--- src/rtl/bcd_pkg.sv ---
// Shared types and constants for the sequential double-dabble BCD converter.
// Optional blanking output is enabled with BCD_CTRL_BLANK_EN.
package bcd_pkg;

    typedef enum logic [1:0] {
        IDLE,
        SHIFT,
        DONE
    } state_t;

    typedef logic [3:0] digit_t;

    localparam digit_t BCD_ADJ_THRESH = 4'd5;
    localparam digit_t BCD_ADJ        = 4'd3;

endpackage

--- src/rtl/bcd_convert_ctrl_if.sv ---
// Start/busy/done handshake and result bus for bcd_convert_ctrl.
// Carries the blank vector only when BCD_CTRL_BLANK_EN is defined.
interface bcd_convert_ctrl_if #(
    parameter int WIDTH  = 32,
    parameter int DIGITS = 10
);
    logic                  start;
    logic [WIDTH-1:0]      bin;
    logic                  busy;
    logic                  done;
    logic                  sign;
    logic [4*DIGITS-1:0]   bcd;
    logic                  ovf;
`ifdef BCD_CTRL_BLANK_EN
    logic [DIGITS-1:0]     blank;
`endif

    modport master (
`ifdef BCD_CTRL_BLANK_EN
        input  blank,
`endif
        output start, bin,
        input  busy, done, sign, bcd, ovf
    );

    modport slave (
`ifdef BCD_CTRL_BLANK_EN
        output blank,
`endif
        input  start, bin,
        output busy, done, sign, bcd, ovf
    );
endinterface

--- src/rtl/bcd_dabble_digit.sv ---
// One double-dabble digit correction: add 3 when the digit is 5 or more,
// so the following left shift carries correctly into the next decade.
module bcd_dabble_digit
    import bcd_pkg::*;
(
    input  digit_t din,
    output digit_t dout
);
    assign dout = (din >= BCD_ADJ_THRESH) ? digit_t'(din + BCD_ADJ) : din;
endmodule

--- src/rtl/bcd_convert_ctrl.sv ---
// Sequential two's-complement to sign+BCD converter, one bit per clock.
// Define BCD_CTRL_BLANK_EN to add the registered leading-zero blank vector.
module bcd_convert_ctrl
    import bcd_pkg::*;
#(
    parameter int WIDTH  = 32,
    parameter int DIGITS = 10
) (
    input  logic            clk,
    input  logic            rst_n,
    bcd_convert_ctrl_if.slave bus
);
    localparam int CW = $clog2(WIDTH + 1);

    state_t                 state;
    digit_t [DIGITS-1:0]    dig_q;
    digit_t [DIGITS-1:0]    dig_adj;
    logic [4*DIGITS-1:0]    adj_flat;
    logic [4*DIGITS-1:0]    dig_shift;
    logic [WIDTH-1:0]       mag_q;
    logic [CW-1:0]          cnt_q;
    logic                   ovf_q;
    logic                   sign_q;

    for (genvar g = 0; g < DIGITS; g++) begin : g_dig
        bcd_dabble_digit u_dig (
            .din  (dig_q[g]),
            .dout (dig_adj[g])
        );
    end

    // Magnitude MSB enters digit 0; the top digit's bit 3 falls off as overflow.
    assign adj_flat  = dig_adj;
    assign dig_shift = {adj_flat[4*DIGITS-2:0], mag_q[WIDTH-1]};

`ifdef BCD_CTRL_BLANK_EN
    logic [DIGITS-1:0] blank_nxt;
    for (genvar g = 0; g < DIGITS; g++) begin : g_blank
        if (g == 0) begin : g_lsd
            assign blank_nxt[g] = 1'b0;
        end else begin : g_hi
            assign blank_nxt[g] = (dig_q[DIGITS-1:g] == '0);
        end
    end
`endif

    always_ff @(posedge clk or negedge rst_n) begin
        if (!rst_n) begin
            state    <= IDLE;
            dig_q    <= '0;
            mag_q    <= '0;
            cnt_q    <= '0;
            ovf_q    <= 1'b0;
            sign_q   <= 1'b0;
            bus.busy <= 1'b0;
            bus.done <= 1'b0;
            bus.sign <= 1'b0;
            bus.bcd  <= '0;
            bus.ovf  <= 1'b0;
`ifdef BCD_CTRL_BLANK_EN
            bus.blank <= {{(DIGITS-1){1'b1}}, 1'b0};
`endif
        end else begin
            bus.done <= 1'b0;
            case (state)
                IDLE: begin
                    bus.busy <= 1'b0;
                    if (bus.start) begin
                        sign_q   <= bus.bin[WIDTH-1];
                        mag_q    <= bus.bin[WIDTH-1] ? (~bus.bin + WIDTH'(1)) : bus.bin;
                        dig_q    <= '0;
                        cnt_q    <= CW'(WIDTH);
                        ovf_q    <= 1'b0;
                        bus.busy <= 1'b1;
                        state    <= SHIFT;
                    end
                end
                SHIFT: begin
                    dig_q <= dig_shift;
                    mag_q <= {mag_q[WIDTH-2:0], 1'b0};
                    ovf_q <= ovf_q | adj_flat[4*DIGITS-1];
                    cnt_q <= cnt_q - CW'(1);
                    if (cnt_q == CW'(1))
                        state <= DONE;
                end
                DONE: begin
                    bus.bcd  <= dig_q;
                    bus.sign <= sign_q;
                    bus.ovf  <= ovf_q;
`ifdef BCD_CTRL_BLANK_EN
                    bus.blank <= blank_nxt;
`endif
                    bus.done <= 1'b1;
                    bus.busy <= 1'b0;
                    state    <= IDLE;
                end
                default: state <= IDLE;
            endcase
        end
    end
endmodule
--- src/flat_wrapper.sv ---
// flat-port wrapper written by rule: the top's interface ports become plain ports
module bcd_convert_ctrl_flat import bcd_pkg::*;
#(
    parameter int WIDTH  = 32,
    parameter int DIGITS = 10
)
  (clk, rst_n, bus_start, bus_bin, bus_busy, bus_done, bus_sign, bus_bcd, bus_ovf);
  bcd_convert_ctrl_if #(.WIDTH(WIDTH), .DIGITS(DIGITS)) bus_i ();
  input  logic clk;
  input  logic rst_n;
  input wire logic [$bits(bus_i.start)-1:0] bus_start;
  input wire logic [$bits(bus_i.bin)-1:0] bus_bin;
  output wire logic [$bits(bus_i.busy)-1:0] bus_busy;
  output wire logic [$bits(bus_i.done)-1:0] bus_done;
  output wire logic [$bits(bus_i.sign)-1:0] bus_sign;
  output wire logic [$bits(bus_i.bcd)-1:0] bus_bcd;
  output wire logic [$bits(bus_i.ovf)-1:0] bus_ovf;
  assign bus_i.start = bus_start;
  assign bus_i.bin = bus_bin;
  assign bus_busy = bus_i.busy;
  assign bus_done = bus_i.done;
  assign bus_sign = bus_i.sign;
  assign bus_bcd = bus_i.bcd;
  assign bus_ovf = bus_i.ovf;
  bcd_convert_ctrl #(.WIDTH(WIDTH), .DIGITS(DIGITS)) u_core (.clk(clk), .rst_n(rst_n), .bus(bus_i));
endmodule
--- config.mk ---
export PLATFORM = sky130hd
export DESIGN_NAME = bcd_convert_ctrl_flat
export DESIGN_NICKNAME = d
export VERILOG_FILES = /design/src/rtl/bcd_pkg.sv /design/src/rtl/bcd_convert_ctrl_if.sv /design/src/rtl/bcd_dabble_digit.sv /design/src/rtl/bcd_convert_ctrl.sv /design/src/flat_wrapper.sv
export SDC_FILE = /design/constraint.sdc
export NUM_CORES = 1
export LEC_CHECK = 0
export CORE_MARGIN = 2
export CORE_UTILIZATION = 54
export DETAILED_ROUTE_END_ITERATION = 12
export PLACE_DENSITY = 0.78
export SLEW_MARGIN = 15
export SYNTH_ARGS = -nofsm -noshare
export SYNTH_HDL_FRONTEND = slang
export SYNTH_SLANG_ARGS = --single-unit
--- constraint.sdc ---
create_clock -name clk -period 2.85 [get_ports clk]
set_input_delay 0.4275 -clock clk [delete_from_list [all_inputs] [get_ports clk]]
set_output_delay 0.4275 -clock clk [all_outputs]
set_load 0.01 [all_outputs]
==> reports/qor.txt <==
Status - complete, no violations
Die W - 113 um
CTS tree - done
Synth cell count leaders - dfrtp_1 (126), o21ai_0 (81), nand3_1 (41)
Max Slew Vio Count - 0
CTS root buf - clkbuf_16
Antenna cell count - 0
Max-cap violation count - 0
R2r setup slk - 0.72 ns
Post-synth EDFFs - 0
Reg2reg end - u_core.cnt_q[5]
Number of top-level pins - 79
Top post-synthesis cells by area - dfrtp_1 (49%), o21ai_0 (6.3%), ha_1 (4.4%)
Leakage power - 3.40 nW
Worst clock skew - 0.00736 ns
Max-Slew Margin vs Limit - 0.280
Synth cell types - 46
Hold Violations, Final - 0
Inst Count DP - 834
Syn Std Cell Area - 6470 um^2
Critical Path End Type - flop
Highest clock rate - 468 MHz
Sequential area share after synthesis - 0.487
Yosys warning total - 0
Core Rows - 39
Detailed Route Iter0 Violations - 427
Final TNS setup - 0 ns
DR WL/cell - 17.3 um
Critical path type - flop to flop
Worst-Margin Slew - 1.08 ns
Mapped Nets - 695
Switching power - 0.00309 W
Total Power - 0.00847 W
First-pass GRT wire length - 24.7 mm
Total die area - 12900 um^2
R2R cell count - 5
CORE AREA - 11600 um^2
Vias/cell - 6.09
Clock network power share - 0.274
Filler instances - 836
Clock tree buffer depth - 2
Cells after synthesis - 637
P_int - 0.00538 W
Final period util - 0.749
DRT antenna net count - 0
Die H - 113 um
DRC - 0
Number of global-route vias before repair - 5172
Crit Path Max Fanout - 33
Worst hold slack - 0.0298 ns
Area grow syn2layout - 24.3%
Layout Cell Area excl Fill - 8050 um^2
Layout net count - 768
Unrepaired setup endpoints after global routing - false
Comb pwr share - 0.361
Pre-antenna DRT Iters - 5
Setup violations, final - 0
CP required - 3.19 ns
GR Overflow Total - 0
RePlAce Congestion - 0.883
CTS H-Tree Depth - 4
Start point of the critical path - u_core.state[1]
Part of the power in registers - 0.365
Seq cells post-synth - 126
# Post-CTS Setup Buffers - 0
Largest net degree at the start of global routing - 56
Most frequent cell after synthesis - dfrtp_1
Peak supply drop - 0.000618 V
Asr flop ratio synth - 1.00
Syn Area/Cell - 10.2 um^2
Min Tclk post-route - 2.13 ns
RR Startpoint - u_core.state[1]
Final HPWL from detailed placement - 9.38 mm
Share of cells above drive strength 1 - 0.120
Clk slew on worst S/H paths - 0.06 ns
Global Route Usage Sum - 0.239
DR vias - 5275
Hold_buf cts - 0
Initial antenna violation count - 0
Hold Crit Class - input pin to asynchronous set/reset pin
Post-Route WL - 14.9 mm
Clock latency on the worst-skew pair - 0.41 ns
Reg area - 3150 um^2
Placed Area - 7400 um^2
Initial Utilization - 0.560
Post-CTS sizing - 0
CP arrival - 2.47 ns
Area share of the largest cell type after synthesis - 0.487
Net Sw Frac - 0.364
Layout Cells excl Fill - 866
Largest area contributor in the netlist - dfrtp_1
Area of the multi-input gates - 3090 um^2
Port Buffers - 78
Pwr Density - 1050 nW/um^2
CP startpoint kind - flop
Clk sinks - 126
CTS buffer count - 17
Ys flop type - dfrtp_1
-- layout make-up --
cell class / count / area share
inverter: 26 / 0.0121
clock inverter: 13 / 0.0233
tap: 143 / 0.0222
sequential: 126 / 0.392
timing repair buffer: 91 / 0.110
multi-input combinational: 448 / 0.384
clock buffer: 19 / 0.0563
-- cell usage in the layout, fill, tap and decap left out, types with 3 or more instances in the layout --
cell type / count
nand2_1: 36
nor2_1: 17
dfrtp_1: 126
inv_1: 26
o31ai_1: 25
bufinv_16: 4
nand3_1: 41
o41ai_1: 3
clkinvlp_4: 3
o21ai_0: 81
nor3_1: 10
clkdlybuf4s50_1: 77
nand4_1: 3
or3_1: 5
a22o_1: 12
a21oi_1: 35
nand2b_1: 10
buf_4: 13
nor2b_1: 12
mux2_2: 22
xnor2_1: 11
o21ai_1: 6
nor4_1: 5
ha_1: 23
xor2_1: 23
a32o_1: 10
clkbuf_16: 17
a22oi_1: 17
clkinv_4: 3
mux2i_1: 13
nor4_2: 4
-- stage by stage --
stage	setup slack [ns]	utilization
2_1_floorplan	1.15	-
3_3_place_gp	0.490	0.640
3_5_place_dp	0.412	0.640
4_1_cts	0.745	0.696
5_1_grt	0.600	0.696
6_report	0.715	0.696
-- worst max-delay path by stage --
| stage | slack (ns) | cells past startpoint | endpoint |
|---|---|---|---|
| final | 0.72 | 5 | u_core.cnt_q[5] |
| after global routing | 0.60 | 5 | u_core.cnt_q[5] |
| after CTS | 0.74 | 5 | u_core.cnt_q[5] |
| after detailed placement | 0.41 | 6 | u_core.mag_q[24] |
| after global placement | 0.49 | 6 | u_core.mag_q[27] |
| after floorplan | 1.15 | 6 | u_core.mag_q[24] |
-- flip-flops by register name (all words and copies together) (netlist names) --
signal and flops:
u_core.cnt_q 6, u_core.mag_q 32, u_core.bus.sign 1, u_core.bus.busy 1, u_core.bus.bcd 40, u_core.state 2, u_core.sign_q 1, u_core.ovf_q 1
u_core.bus.done 1, u_core.bus.ovf 1, u_core.dig_q 40
-- per-layer routing --
metal / vias up / part of all wire / track usage
li1: 2452 / - / -
met1: 2599 / 0.42 / 0.307
met2: 182 / 0.50 / 0.394
met3: 42 / 0.060 / 0.0526
met4: 0 / 0.023 / 0.102
met5: - / 0 / 0
-- critical path, stage by stage, from the launching register on --
cell and delay, ns:
dfrtp_1 0.47, nand2b_2 0.52, or4_1 0.57, nor3_1 0.26, nor3_1 0.10, a21oi_1 0.13
-- power by group through the flow --
stage                     combinational (W)  sequential, W  clock (W)
final                               0.00306        0.00309    0.00232
after global routing                0.00339        0.00317    0.00243
after CTS                           0.00307        0.00307    0.00235
after detailed placement            0.00299        0.00308          0
after global placement              0.00282        0.00303          0
after floorplan                     0.00202        0.00299          0
-- cell families after synthesis --
group,share of synthesized area
DFF,0.487
and+or+nand+nor,0.139
AOI/OAI and AO/OA,0.187
adders and majority gates,0.0445
buffers and inverters,0.0385
muxes,0.0584
xor gates and xnor gates,0.0460
(Power assumes the default switching activity.)
